$ cat src/rtl/rtc_field_editor.sv
// rtc_field_editor: front-panel edit engine for nine RTC fields with BCD write-back.
// Ports: CLK/reset, btn_*/mode/commit from the panel, rd_*/wr_* register port,
// cursor/edit_active/busy/done/err status. Optional macro: RTC_EDITOR_TIMEOUT_EN.
module rtc_field_editor #(
  parameter int DW = 8,
  parameter int AW = 8,
  parameter logic [AW-1:0] ADDR_TIME = 8'h21,
  parameter logic [AW-1:0] ADDR_DATE = 8'h24,
  parameter logic [AW-1:0] ADDR_ALARM = 8'h31,
  parameter int TIMEOUT_CYCLES = 255
) (
  input  logic          CLK,
  input  logic          reset,
  input  logic          btn_up,
  input  logic          btn_down,
  input  logic          btn_left,
  input  logic          btn_right,
  input  logic [1:0]    mode,
  input  logic          commit,
  output logic          rd_req,
  output logic [AW-1:0] rd_addr,
  input  logic [DW-1:0] rd_data,
  input  logic          rd_ack,
  output logic          wr_req,
  output logic [AW-1:0] wr_addr,
  output logic [DW-1:0] wr_data,
  input  logic          wr_ack,
  output logic [3:0]    cursor,
  output logic          edit_active,
  output logic          busy,
  output logic          done,
  output logic          err
);

`ifdef RTC_EDITOR_TIMEOUT_EN
  localparam bit TMO_EN = 1'b1;
`else
  localparam bit TMO_EN = 1'b0;
`endif
  localparam logic [15:0] TMO_LAST = 16'(TIMEOUT_CYCLES - 1);

  typedef enum logic [2:0] {
    S_IDLE, S_SCAN, S_RD, S_CALC, S_WR, S_DONE
  } state_t;

  state_t      state;
  logic [6:0]  off [9];
  logic [3:0]  idx;
  logic [1:0]  mode_q;
  logic [7:0]  cap;
  logic [15:0] tmo;
  logic        err_q;
  logic        live;

  function automatic logic [6:0] fmin(input logic [3:0] i);
    return (i == 4'd3 || i == 4'd4) ? 7'd1 : 7'd0;
  endfunction

  function automatic logic [6:0] fmax(input logic [3:0] i);
    case (i)
      4'd2, 4'd8: return 7'd23;
      4'd3:       return 7'd31;
      4'd4:       return 7'd12;
      4'd5:       return 7'd99;
      default:    return 7'd59;
    endcase
  endfunction

  function automatic logic [AW-1:0] faddr(input logic [3:0] i);
    if (i < 4'd3)      return ADDR_TIME + AW'(i);
    else if (i < 4'd6) return ADDR_DATE + AW'(i - 4'd3);
    else               return ADDR_ALARM + AW'(i - 4'd6);
  endfunction

  // edit-side decode
  logic [3:0] base;
  logic [6:0] range_c;
  logic       can_edit;
  logic       up1, dn1, lf1, rt1;

  always_comb begin
    base = 4'd0;
    case (mode)
      2'd2:    base = 4'd3;
      2'd3:    base = 4'd6;
      default: base = 4'd0;
    endcase
    range_c = fmax(cursor) - fmin(cursor) + 7'd1;
    // presses are dropped in the cycle a mode change re-homes the cursor
    can_edit = live && (mode != 2'd0) && !busy && (mode == mode_q);
    up1 = btn_up & ~btn_down;
    dn1 = btn_down & ~btn_up;
    lf1 = btn_left & ~btn_right;
    rt1 = btn_right & ~btn_left;
  end

  // write-back arithmetic on the captured register value
  logic [3:0] hi, lo;
  logic [7:0] v8, mn8, mx8, rng8, v, n, r;
  logic       bcd_ok;
  logic [7:0] bcd;

  always_comb begin
    hi = cap[7:4];
    lo = cap[3:0];
    v8 = {4'd0, hi} * 8'd10 + {4'd0, lo};
    mn8 = {1'b0, fmin(idx)};
    mx8 = {1'b0, fmax(idx)};
    rng8 = mx8 - mn8 + 8'd1;
    bcd_ok = (hi < 4'd10) && (lo < 4'd10);
    v = (bcd_ok && v8 >= mn8 && v8 <= mx8) ? v8 : mn8;
    n = (v - mn8) + {1'b0, off[idx]};
    if (n >= rng8) n = n - rng8;
    r = n + mn8;
    bcd = {4'(r / 8'd10), 4'(r % 8'd10)};
  end

  assign edit_active = live & (mode != 2'd0) & ~busy;
  assign err = err_q & TMO_EN;

  always_ff @(posedge CLK or posedge reset) begin
    if (reset) begin
      state   <= S_IDLE;
      idx     <= 4'd0;
      cursor  <= 4'd0;
      mode_q  <= 2'd0;
      cap     <= 8'd0;
      tmo     <= 16'd0;
      rd_req  <= 1'b0;
      rd_addr <= '0;
      wr_req  <= 1'b0;
      wr_addr <= '0;
      wr_data <= '0;
      busy    <= 1'b0;
      done    <= 1'b0;
      err_q   <= 1'b0;
      live    <= 1'b0;
      for (int i = 0; i < 9; i++) off[i] <= 7'd0;
    end else begin
      live   <= 1'b1;
      mode_q <= mode;
      done   <= 1'b0;
      err_q  <= 1'b0;

      if (mode != mode_q && mode != 2'd0) begin
        cursor <= base;
      end else if (can_edit) begin
        if (rt1)
          cursor <= (cursor == base + 4'd2) ? base : cursor + 4'd1;
        else if (lf1)
          cursor <= (cursor == base) ? base + 4'd2 : cursor - 4'd1;
        if (up1)
          off[cursor] <= (off[cursor] == range_c - 7'd1) ? 7'd0 : off[cursor] + 7'd1;
        else if (dn1)
          off[cursor] <= (off[cursor] == 7'd0) ? range_c - 7'd1 : off[cursor] - 7'd1;
      end

      case (state)
        S_IDLE: begin
          if (commit) begin
            busy  <= 1'b1;
            idx   <= 4'd0;
            state <= S_SCAN;
          end
        end
        S_SCAN: begin
          if (idx > 4'd8) begin
            done  <= 1'b1;
            state <= S_DONE;
          end else if (off[idx] == 7'd0) begin
            if (idx == 4'd8) begin
              done  <= 1'b1;
              state <= S_DONE;
            end else begin
              idx <= idx + 4'd1;
            end
          end else begin
            rd_req  <= 1'b1;
            rd_addr <= faddr(idx);
            tmo     <= 16'd0;
            state   <= S_RD;
          end
        end
        S_RD: begin
          if (rd_ack) begin
            rd_req <= 1'b0;
            cap    <= rd_data[7:0];
            state  <= S_CALC;
          end else if (TMO_EN && tmo == TMO_LAST) begin
            rd_req <= 1'b0;
            err_q  <= 1'b1;
            busy   <= 1'b0;
            state  <= S_IDLE;
          end else begin
            tmo <= tmo + 16'd1;
          end
        end
        S_CALC: begin
          wr_req  <= 1'b1;
          wr_addr <= faddr(idx);
          wr_data <= DW'(bcd);
          tmo     <= 16'd0;
          state   <= S_WR;
        end
        S_WR: begin
          if (wr_ack) begin
            wr_req   <= 1'b0;
            off[idx] <= 7'd0;
            idx      <= idx + 4'd1;
            state    <= S_SCAN;
          end else if (TMO_EN && tmo == TMO_LAST) begin
            wr_req <= 1'b0;
            err_q  <= 1'b1;
            busy   <= 1'b0;
            state  <= S_IDLE;
          end else begin
            tmo <= tmo + 16'd1;
          end
        end
        S_DONE: begin
          busy  <= 1'b0;
          state <= S_IDLE;
        end
        default: state <= S_IDLE;
      endcase
    end
  end

endmodule

$ cat config.mk
export PLATFORM = sky130hd
export DESIGN_NAME = rtc_field_editor
export DESIGN_NICKNAME = d
export VERILOG_FILES = /design/src/rtl/rtc_field_editor.sv
export SDC_FILE = /design/constraint.sdc
export NUM_CORES = 1
export LEC_CHECK = 0
export BUFFER_PORTS_ARGS = -buffer_cell sky130_fd_sc_hd__buf_2
export CORE_MARGIN = 2
export CORE_UTILIZATION = 60
export CTS_BUF_LIST = sky130_fd_sc_hd__clkbuf_16
export DETAILED_ROUTE_END_ITERATION = 12
export GPL_TIMING_DRIVEN = 0
export HOLD_SLACK_MARGIN = 0.08
export PLACE_DENSITY_LB_ADDON = 0.1
export SYNTH_ARGS = -nofsm -noshare
export SYNTH_HDL_FRONTEND = slang
export SYNTH_SLANG_ARGS = --single-unit
export TNS_END_PERCENT = 5
$ cat constraint.sdc
create_clock -name CLK -period 13 [get_ports CLK]
set_input_delay 0 -clock CLK [delete_from_list [all_inputs] [get_ports CLK]]
set_output_delay 0 -clock CLK [all_outputs]
set_load 0.05 [all_outputs]
---- Word-level counts from Yosys, hierarchy flattened ----
Cells that the tools add are included.
word-level totals
  flip-flop bits (word level) ............. 113
  bits of input ports ..................... 19
  word-level logic and storage cells ...... 197
operators by class
  add/sub/neg operators ................... 21
  multiply operators ...................... 1
  div/mod/pow operators ................... 2
  order comparisons ....................... 12
  equality and inequality tests ........... 30
  multiplexer cells ....................... 60
  bitwise operators ....................... 17
  reduce and logical (&&, ||, !) cells .... 32
operators by type and width
  kind                 count
  $mux 63              6
  $bwmux 63            2
  $and 63x63->63       1
  $not 63->63          1
  $bmux 7 s4           2
  $demux 7 s4          2
  $mux 7               8
  $pmux 7 s4           2
  $mux 4               11
  $mux 8               4
  $mux 3               6
  $add 7x5->8 const A  2
  $eq 4x2->1 const B   4
  $eq 4x3->1 const B   4
  $pmux 3 s5           1
  $add 7x1->7 const B  2
  $logic_not 7->1      2
  $ne 2x2->1 const B   7
  $sub 7x1->7 const B  2
  $pmux 4 s3           1
  $mux 1               11
  $ge 5x5->1 const B   2
  $lt 5x1->1 const B   2
  $not 4->5            2
  other kinds (49)     88

---- Logic depth before layout (Yosys ltp) ----
Gate-level depths: netlist (run 1).
  depth after elaboration ................. 15
  mapped depth ............................ 48
  mapped depth without buffers ............ 42

---- Worst setup path after synthesis (run 1) ----
No wires, ideal clock.
  kind .................................... register to register
  start point ............................. register idx[0]
  end point ............................... register wr_data[3]
  setup time .............................. 81 ps
  arrival time ............................ 8991 ps
  required time ........................... 12919 ps
  setup slack ............................. 3928 ps
  cell stages (with the launch flop) ...... 41
  cell sequence ........................... dfrtp_1 clkbuf_1 clkbuf_1 clkbuf_1 inv_1 ha_1 nand2_1 a21oi_1 ha_1 or4b_2 or4_1 o2111a_1 nand2_1 ha_1 fa_1 nand2b_1 a21oi_1 a2111oi_0 [5 not listed] buf_6 nand2_1 o21ai_0 ha_1 ha_1 buf_4 nand3_2 o32a_4 buf_6 nor3b_1 a311oi_2 nand3_2 buf_6 or3_1 o221ai_2 nor3b_2 a21o_1 a31oi_2
between the ends
  longest elaborated chain between the ends .. 13
RTL lines
  item                                                 line  RTL
  start, declared                                      48    logic [3:0] idx;
  start signal, assigned                               175   idx <= idx + 4'd1;
  start signal, assigned                               209   idx <= idx + 4'd1;
  branches (longest 11 deep; another with $le 8x7->1)  --
  $add 8x1->8 *                                        114   r = n + mn8;
  $mod 8x4->8 *                                        115   bcd = {4'(r / 8'd10), 4'(r % 8'd10)};
  end signal, assigned                                 201   wr_data <= DW'(bcd);
  end, declared                                        26    output logic [DW-1:0] wr_data,
Mark *: on every way between the ends. The select of a mux whose other input is x is not followed.
A chain may end at the register's enable or synchronous reset.

---- Final worst setup path (run 1) ----
  start point ............................. register idx[0]
  end point ............................... register wr_data[2]
Same word-level chain as after synthesis.

==> metrics.txt, run 1 <==
vias in the first global route 11582; Congestion Overflow GR 0; worst-margin pin slew around 1400 ps; DIE HEIGHT 142 µm; Routed WL roughly 40000 µm; crit path capture wr_data[2]; Post-DP HPWL 29400 µm; EDFF count, synth 0; global-route wire length before repair 62800 µm; Post-CTS Hold Fix Bufs 14; Fin. Hold Viols 0; Crit Path Class register to register; Max Clk Rate 91.9 MHz; I/O Buffers 48; CP Data Arrival Time between 10000 and 15000 ps; CTS tree yes; CP endpoint kind register; clock root cell clkbuf_16; FF-to-FF End wr_data[2]; synth-to-layout area growth 9.11%; slowest stage delay, CP 790 ps; Yosys reg bits 111; TritonCTS Sinks ~110; PostCTS Resize Cnt 0; Syn Std Cell Area ~11000 µm²; Post-CTS Setup Bufs 0; Final ANT Viol Nets 0; Die W 142 µm; largest cells by area after synthesis dfrtp_1, a21oi_1, ha_1; CTS Buf Count 9; initial detailed-routing violation count 1200; Placer Congestion 1.06; largest net degree at the start of global routing between 50 and 60; worst setup path startpoint idx[0]; setup TNS 0 ps; # IOs 53; count leader, synth a21oi_1; area leader, netlist dfrtp_1; die footprint around 20000 µm²; deepest clock path buffer count 2; Yosys cell types between 100 and 150; Top FF cell, synth dfrtp_1; Syn. warnings 0; Starting Density 61.1%; Critical-path top delay cell clkbuf_1; CTS clk-pin slew, worst paths approximately 80 ps; Final #Nets 1641; worst min path class primary input to register; GRT Overall Usage about two fifths; Async S/R FF share, synth 100%; share of cells above drive strength 1 11.3%; RSZ-0062 raised after global routing false; vias per inst about 6.8; Post-Route Skew approximately 15 ps; Synth top area share roughly a quarter; status finished, final reports clean; drc violations 0; Final Setup Violations 0; row count 50; Max Slew Vio Count 0; crit start category register; vias 12216; top post-synthesis cells by count a21oi_1, nand2_1, o21ai_0; WP data required roughly 13000 ps; max-cap viol count 0; initial antenna violation count 0; Synth Instances 1477; Core Footprint 18700 µm²; sequential-to-total area share from yosys stat 24.3%; crit path max fanout 10; critical path's most frequent cell ha_1; drt pass-1 iters 6; post-layout minimum cycle time between 10000 and 15000 ps; Clock Latency Late Sink 370 ps; Final Cycle Share 83.7%; fillcell total ~1700; max_slew headroom 3.10%; R2R Setup Slk 2120 ps; CTS H-tree depth 3; Avg Cell Area, Syn between 7 and 8 µm²; worst reg2reg startpoint idx[0]; FF-to-FF path depth 41; WL per Instance around 22 µm
-- layout make-up --
| type | count | area [µm²] | share of cell area (%) |
|---|---|---|---|
| clock inverters | 7 | 80.1 | 0.642 |
| inverters | 61 | 235 | 1.89 |
| flip-flops and latches | 111 | 2780 | 22.3 |
| diodes | 1 | 2.50 | 0.0201 |
| repair buffers | 64 | 415 | 3.33 |
| plain buffers | 103 | 472 | 3.78 |
| well taps | 234 | 293 | 2.35 |
| clock buffers | 9 | 225 | 1.81 |
| multi-input cells | 1204 | 7970 | 63.9 |
-- cell families (layout without fill, tap and decap cells) --
group / count (synthesis) / after routing / share of synthesized area (%)
other cells: 2 / 5 / 0.0657
buf+inv: 164 / 244 / 6.14
simple gates: 448 / 448 / 18.5
flops: 111 / 111 / 24.3
compound gates: 580 / 580 / 31.6
xor+xnor: 50 / 50 / 3.83
mux: 53 / 53 / 7.75
fa+ha+maj: 69 / 69 / 7.80
-- how the worst min path moves through the flow --
| stage | start | slack (ps) | end | cells after the start |
|---|---|---|---|---|
| after floorplan | mode[0] | 30 | mode_q[0] | 0 |
| after global placement | mode[0] | 130 | mode_q[0] | 1 |
| after detailed placement | reset | 90 | cap[2] | 2 |
| after CTS | btn_right | 210 | cursor[3] | 5 |
| after global routing | btn_right | 250 | cursor[3] | 5 |
| final | btn_right | 220 | cursor[3] | 5 |
-- registers in the layout, summed over array words and instances (netlist names) --
register and cells:
busy 1, cap 8, cursor 4, done 1, idx 4, live 1, mode_q 2, off 63
rd_addr 7, rd_req 1, state 3, wr_addr 7, wr_data 8, wr_req 1
-- per-stage QoR --
step	utilization, %	std cells	instance area (µm²)	setup WS (ps)	hold WS [ps]
final	66.7	1794	12500	2120	220
after global routing	66.6	1793	12500	1330	253
after CTS	66.6	1793	12500	2190	210
after detailed placement	64.2	1763	12000	2260	92.9
after global placement	64.0	1761	12000	2360	131
after floorplan	-	1479	11400	3930	31.4
-- per-layer routing --
metal | up-vias | GRT usage, % | wire length, µm
met4 | 0 | 25.1 | 2800
met5 | - | 0 | 0
met3 | 176 | 7.77 | 3910
met1 | 5765 | 51.3 | 15400
met2 | 717 | 63.1 | 18100
li1 | 5558 | - | -
-- placed cells by master (no fill, tap or decap), drive strengths merged, types with 21 or more instances in the layout --
| cell type | count |
|---|---|
| o21ai | 150 |
| nand3 | 22 |
| ha | 64 |
| nand2b | 31 |
| a31oi | 27 |
| nor3 | 31 |
| inv | 63 |
| a211oi | 53 |
| nor2 | 142 |
| clkbuf | 84 |
| xnor2 | 29 |
| buf | 78 |
| dfrtp | 111 |
| mux4 | 27 |
| nand2 | 153 |
| a21oi | 228 |
| xor2 | 21 |
-- worst max-delay path: cells and delay by family, from the launching register on --
kind / cells / cell delay, ps
flops: 1 / 380
simple gates: 12 / 2790
buf+inv: 9 / 2580
fa+ha+maj: 7 / 2170
compound gates: 13 / 2820
Power of run 1 is not shown: default switching activity piles up to over one toggle a cycle in this logic, so the estimate is an artifact.
==> run 2, diff against run 1 <==
Settings changed: ABC_AREA set to 1, CORE_UTILIZATION 60 to 57.
Clock period 13 ns to 9.2 ns, I/O delays scaled along.
==> run 2 against run 1 <==
Against the previous run:
- non-clock buffer count down 22
- wire length down 6.1%
- via count down 1.3%
- cell count grew 8.2%
- critical endpoint unchanged
- synthesized cell count is 10% higher
- utilization down 2.0 points
- global-route usage decreased by 1.8 points
- sequential share of layout area up 1.4 points
- largest cell class unchanged
- clock-buffer cell count is the same
- clock skew down 1.8 ps
==> metrics.txt, run 2 <==
max_slew headroom 10.8% (+7.7 points); largest register by flop count off; CTS tree yes; hold slack 113 ps (-107 ps); status finished, final reports clean; row count 49 (-2.0%); Routed WL 37700 µm (-6.1%); Post-DP HPWL 28000 µm (-4.8%); crit path max fanout 10 (unchanged); CTS clk-pin slew, worst paths 90 ps (about the same); global-route wire length before repair 59500 µm (-5.3%); I/O Buffers 49 (+2.1%); worst-margin pin slew 1330 ps (-119 ps); synth-to-layout area growth 10.3%; vias 12063 (-1.3%); max reg flops 63 (unchanged); Avg Cell Area, Syn 6.54 µm² (-15%); WP data required 9520 ps (-3730 ps); slowest stage delay, CP 380 ps (-410 ps); initial detailed-routing violation count 1622 (+35%); CTS Buf Count 9 (unchanged); count leader, synth nand2_1; CP Data Arrival Time 8610 ps (-2520 ps); Top Registers off: 63 flops, cap: 8 flops, wr_data: 8 flops; crit start category register; DIE HEIGHT 141 µm (-1.0%); Yosys cell types 59 (-42%); drc violations 0 (unchanged); Congestion Overflow GR 0 (unchanged); Final Cycle Share 90.1% (+6.4 points); final cell count without fillers 1942 (+8.2%); Core Footprint 18100 µm² (-3.0%); Async S/R FF share, synth 100% (unchanged); Syn. warnings 0 (unchanged); Starting Density 58.6% (-2.5 points); Crit Path Class register to register; post-synthesis compound-gate area fraction 28.3% (-3.3 points); Register Area 2780 µm² (about the same); top post-synthesis cells by count nand2_1, a21oi_1, o21ai_0; Critical-path top delay cell nor2_2; initial antenna violation count 0 (unchanged); GRT Overall Usage 38.4% (-1.8 points); worst setup path startpoint idx[3]; commonest non-fill, non-tap cell in the layout nand2_1; largest family of logic cells by synthesized area compound AO/OA/AOI/OAI gates; Multi-input gate area 6830 µm² (-14%); share of cells above drive strength 1 7.65% (-3.6 points); Final Setup Violations 0 (unchanged); Synth Instances 1625 (+10%); post-layout minimum cycle time 8290 ps (-2590 ps); area leader, netlist dfrtp_1; Max Clk Rate 121 MHz (+31%); Synth top area share 26.1% (+1.8 points); Top FF cell, synth dfrtp_1; fillcell total 1687 (+1.7%); simple-gate share of the synthesized area 24.0% (+5.5 points); TritonCTS Sinks 111 (unchanged); Final #Nets 1794 (+9.3%); Clock Latency Late Sink 380 ps (about the same); die footprint 19800 µm² (-2.0%); Final ANT Viol Nets 0 (unchanged); max-cap viol count 0 (unchanged); drt pass-1 iters 6 (unchanged); deepest clock path buffer count 2 (unchanged); CTS H-tree depth 3 (unchanged); Fin. Hold Viols 0 (unchanged); Max Slew Vio Count 0 (unchanged); worst min path class primary input to register; # IOs 53 (unchanged); EDFF count, synth 0 (unchanged); largest net degree at the start of global routing 62 (+5.1%); Syn Std Cell Area 10600 µm² (-7.0%); Post-Route Skew 13.1 ps (-1.85 ps); mux cell area share after synthesis 0.0942% (-7.7 points); WL per Instance 19.4 µm (-13%); Post-Synth Adder-Cell Area 8.29% (+0.49 points); Yosys reg bits 111 (unchanged); vias in the first global route 11244 (-2.9%); sequential-to-total area share from yosys stat 26.1% (+1.8 points); CP endpoint kind register; worst reg2reg startpoint idx[3]; worst hold path startpoint btn_left; placed cell count 1906 (+8.1%); Placer Congestion 1.03 (-2.6%); most frequent cells in the layout nand2_1, a21oi_1, o21ai_0; Die W 141 µm (-1.0%); vias per inst 6.21 (-8.8%); largest cells by area after synthesis dfrtp_1, a21oi_1, nand2_1; critical path's most frequent cell nand2_1; XOR/XNOR Fraction of Synth Area 3.28% (-0.55 points); clock root cell clkbuf_16
[run 2: changes by cell type after synthesis, moves of 19 or more]
cell and change:
nand2_1 +144, inv_1 +130, nand3_1 +95, o21ai_0 +66, nor2_1 -35, a211oi_1 -31
nand2b_1 -31, mux4_2 -27, a21oi_1 +19
[run 2: path summary, 6_finish.rpt]
| path | to | slack, ps | cells past startpoint |
|---|---|---|---|
| max in group asynchronous | off[62] | 8240 | 4 |
| worst max register to register | wr_data[2] | 910 | 58 |
| min in group asynchronous | mode_q[1] | 250 | 3 |
| worst min register to register | rd_addr[6] | 470 | 2 |
| worst min-delay path | cursor[3] | 110 | 5 |
| worst max-delay path | wr_data[2] | 910 | 58 |
[run 2: kinds of logic after synthesis]
family	after synthesis
AOI/OAI and AO/OA	550
and+or+nand+nor	582
xor gates and xnor gates	39
other	2
adders and majority gates	68
muxes	1
DFF	111
buffers and inverters	272
[run 2: metrics by stage]
step                worst slack, ps  setup TNS (ps)  area, µm²  utilization [%]
floorplan                      1820               0      10600                -
global placement                415               0      11200             61.6
detailed placement              329               0      11200             61.7
CTS                             282               0      11700             64.3
global route                  -34.4           -41.7      11700             64.6
finish                          911               0      11700             64.6
[run 2: timing repair]
item	4_1_cts	5_1_grt
hold endpoints to repair	74	0
resized for setup	0	11
endpoints found under the setup margin	0	5
hold buffers	17	0
buffers inserted	0	4
[run 2: worst max-delay path, delay by kind of cell, from the launching register on]
family	cells	cell delay [ps]
compound gates	7	1020
fa+ha+maj	6	1750
buf+inv	9	1240
flops	1	360
simple gates	36	3830
[run 2: layer usage]
layer | vias up | GRT usage [%] | share of wire, %
met2 | 646 | 63.4 | 46
met4 | 0 | 20.7 | 6.0
met5 | - | 0 | 0
met3 | 155 | 6.22 | 9.1
met1 | 5566 | 48.5 | 39
li1 | 5696 | - | -
[run 2: cell type report]
class / count / area share [%]
buffer: 74 / 2.59
sequential: 111 / 23.7
tap: 229 / 2.44
timing repair buffer: 71 / 4.03
multi-input combinational: 1244 / 58.3
clock inverter: 7 / 0.661
clock buffer: 9 / 1.92
inverter: 196 / 6.38
antenna: 1 / 0.0213
Power of run 2 is left out for the same reason.
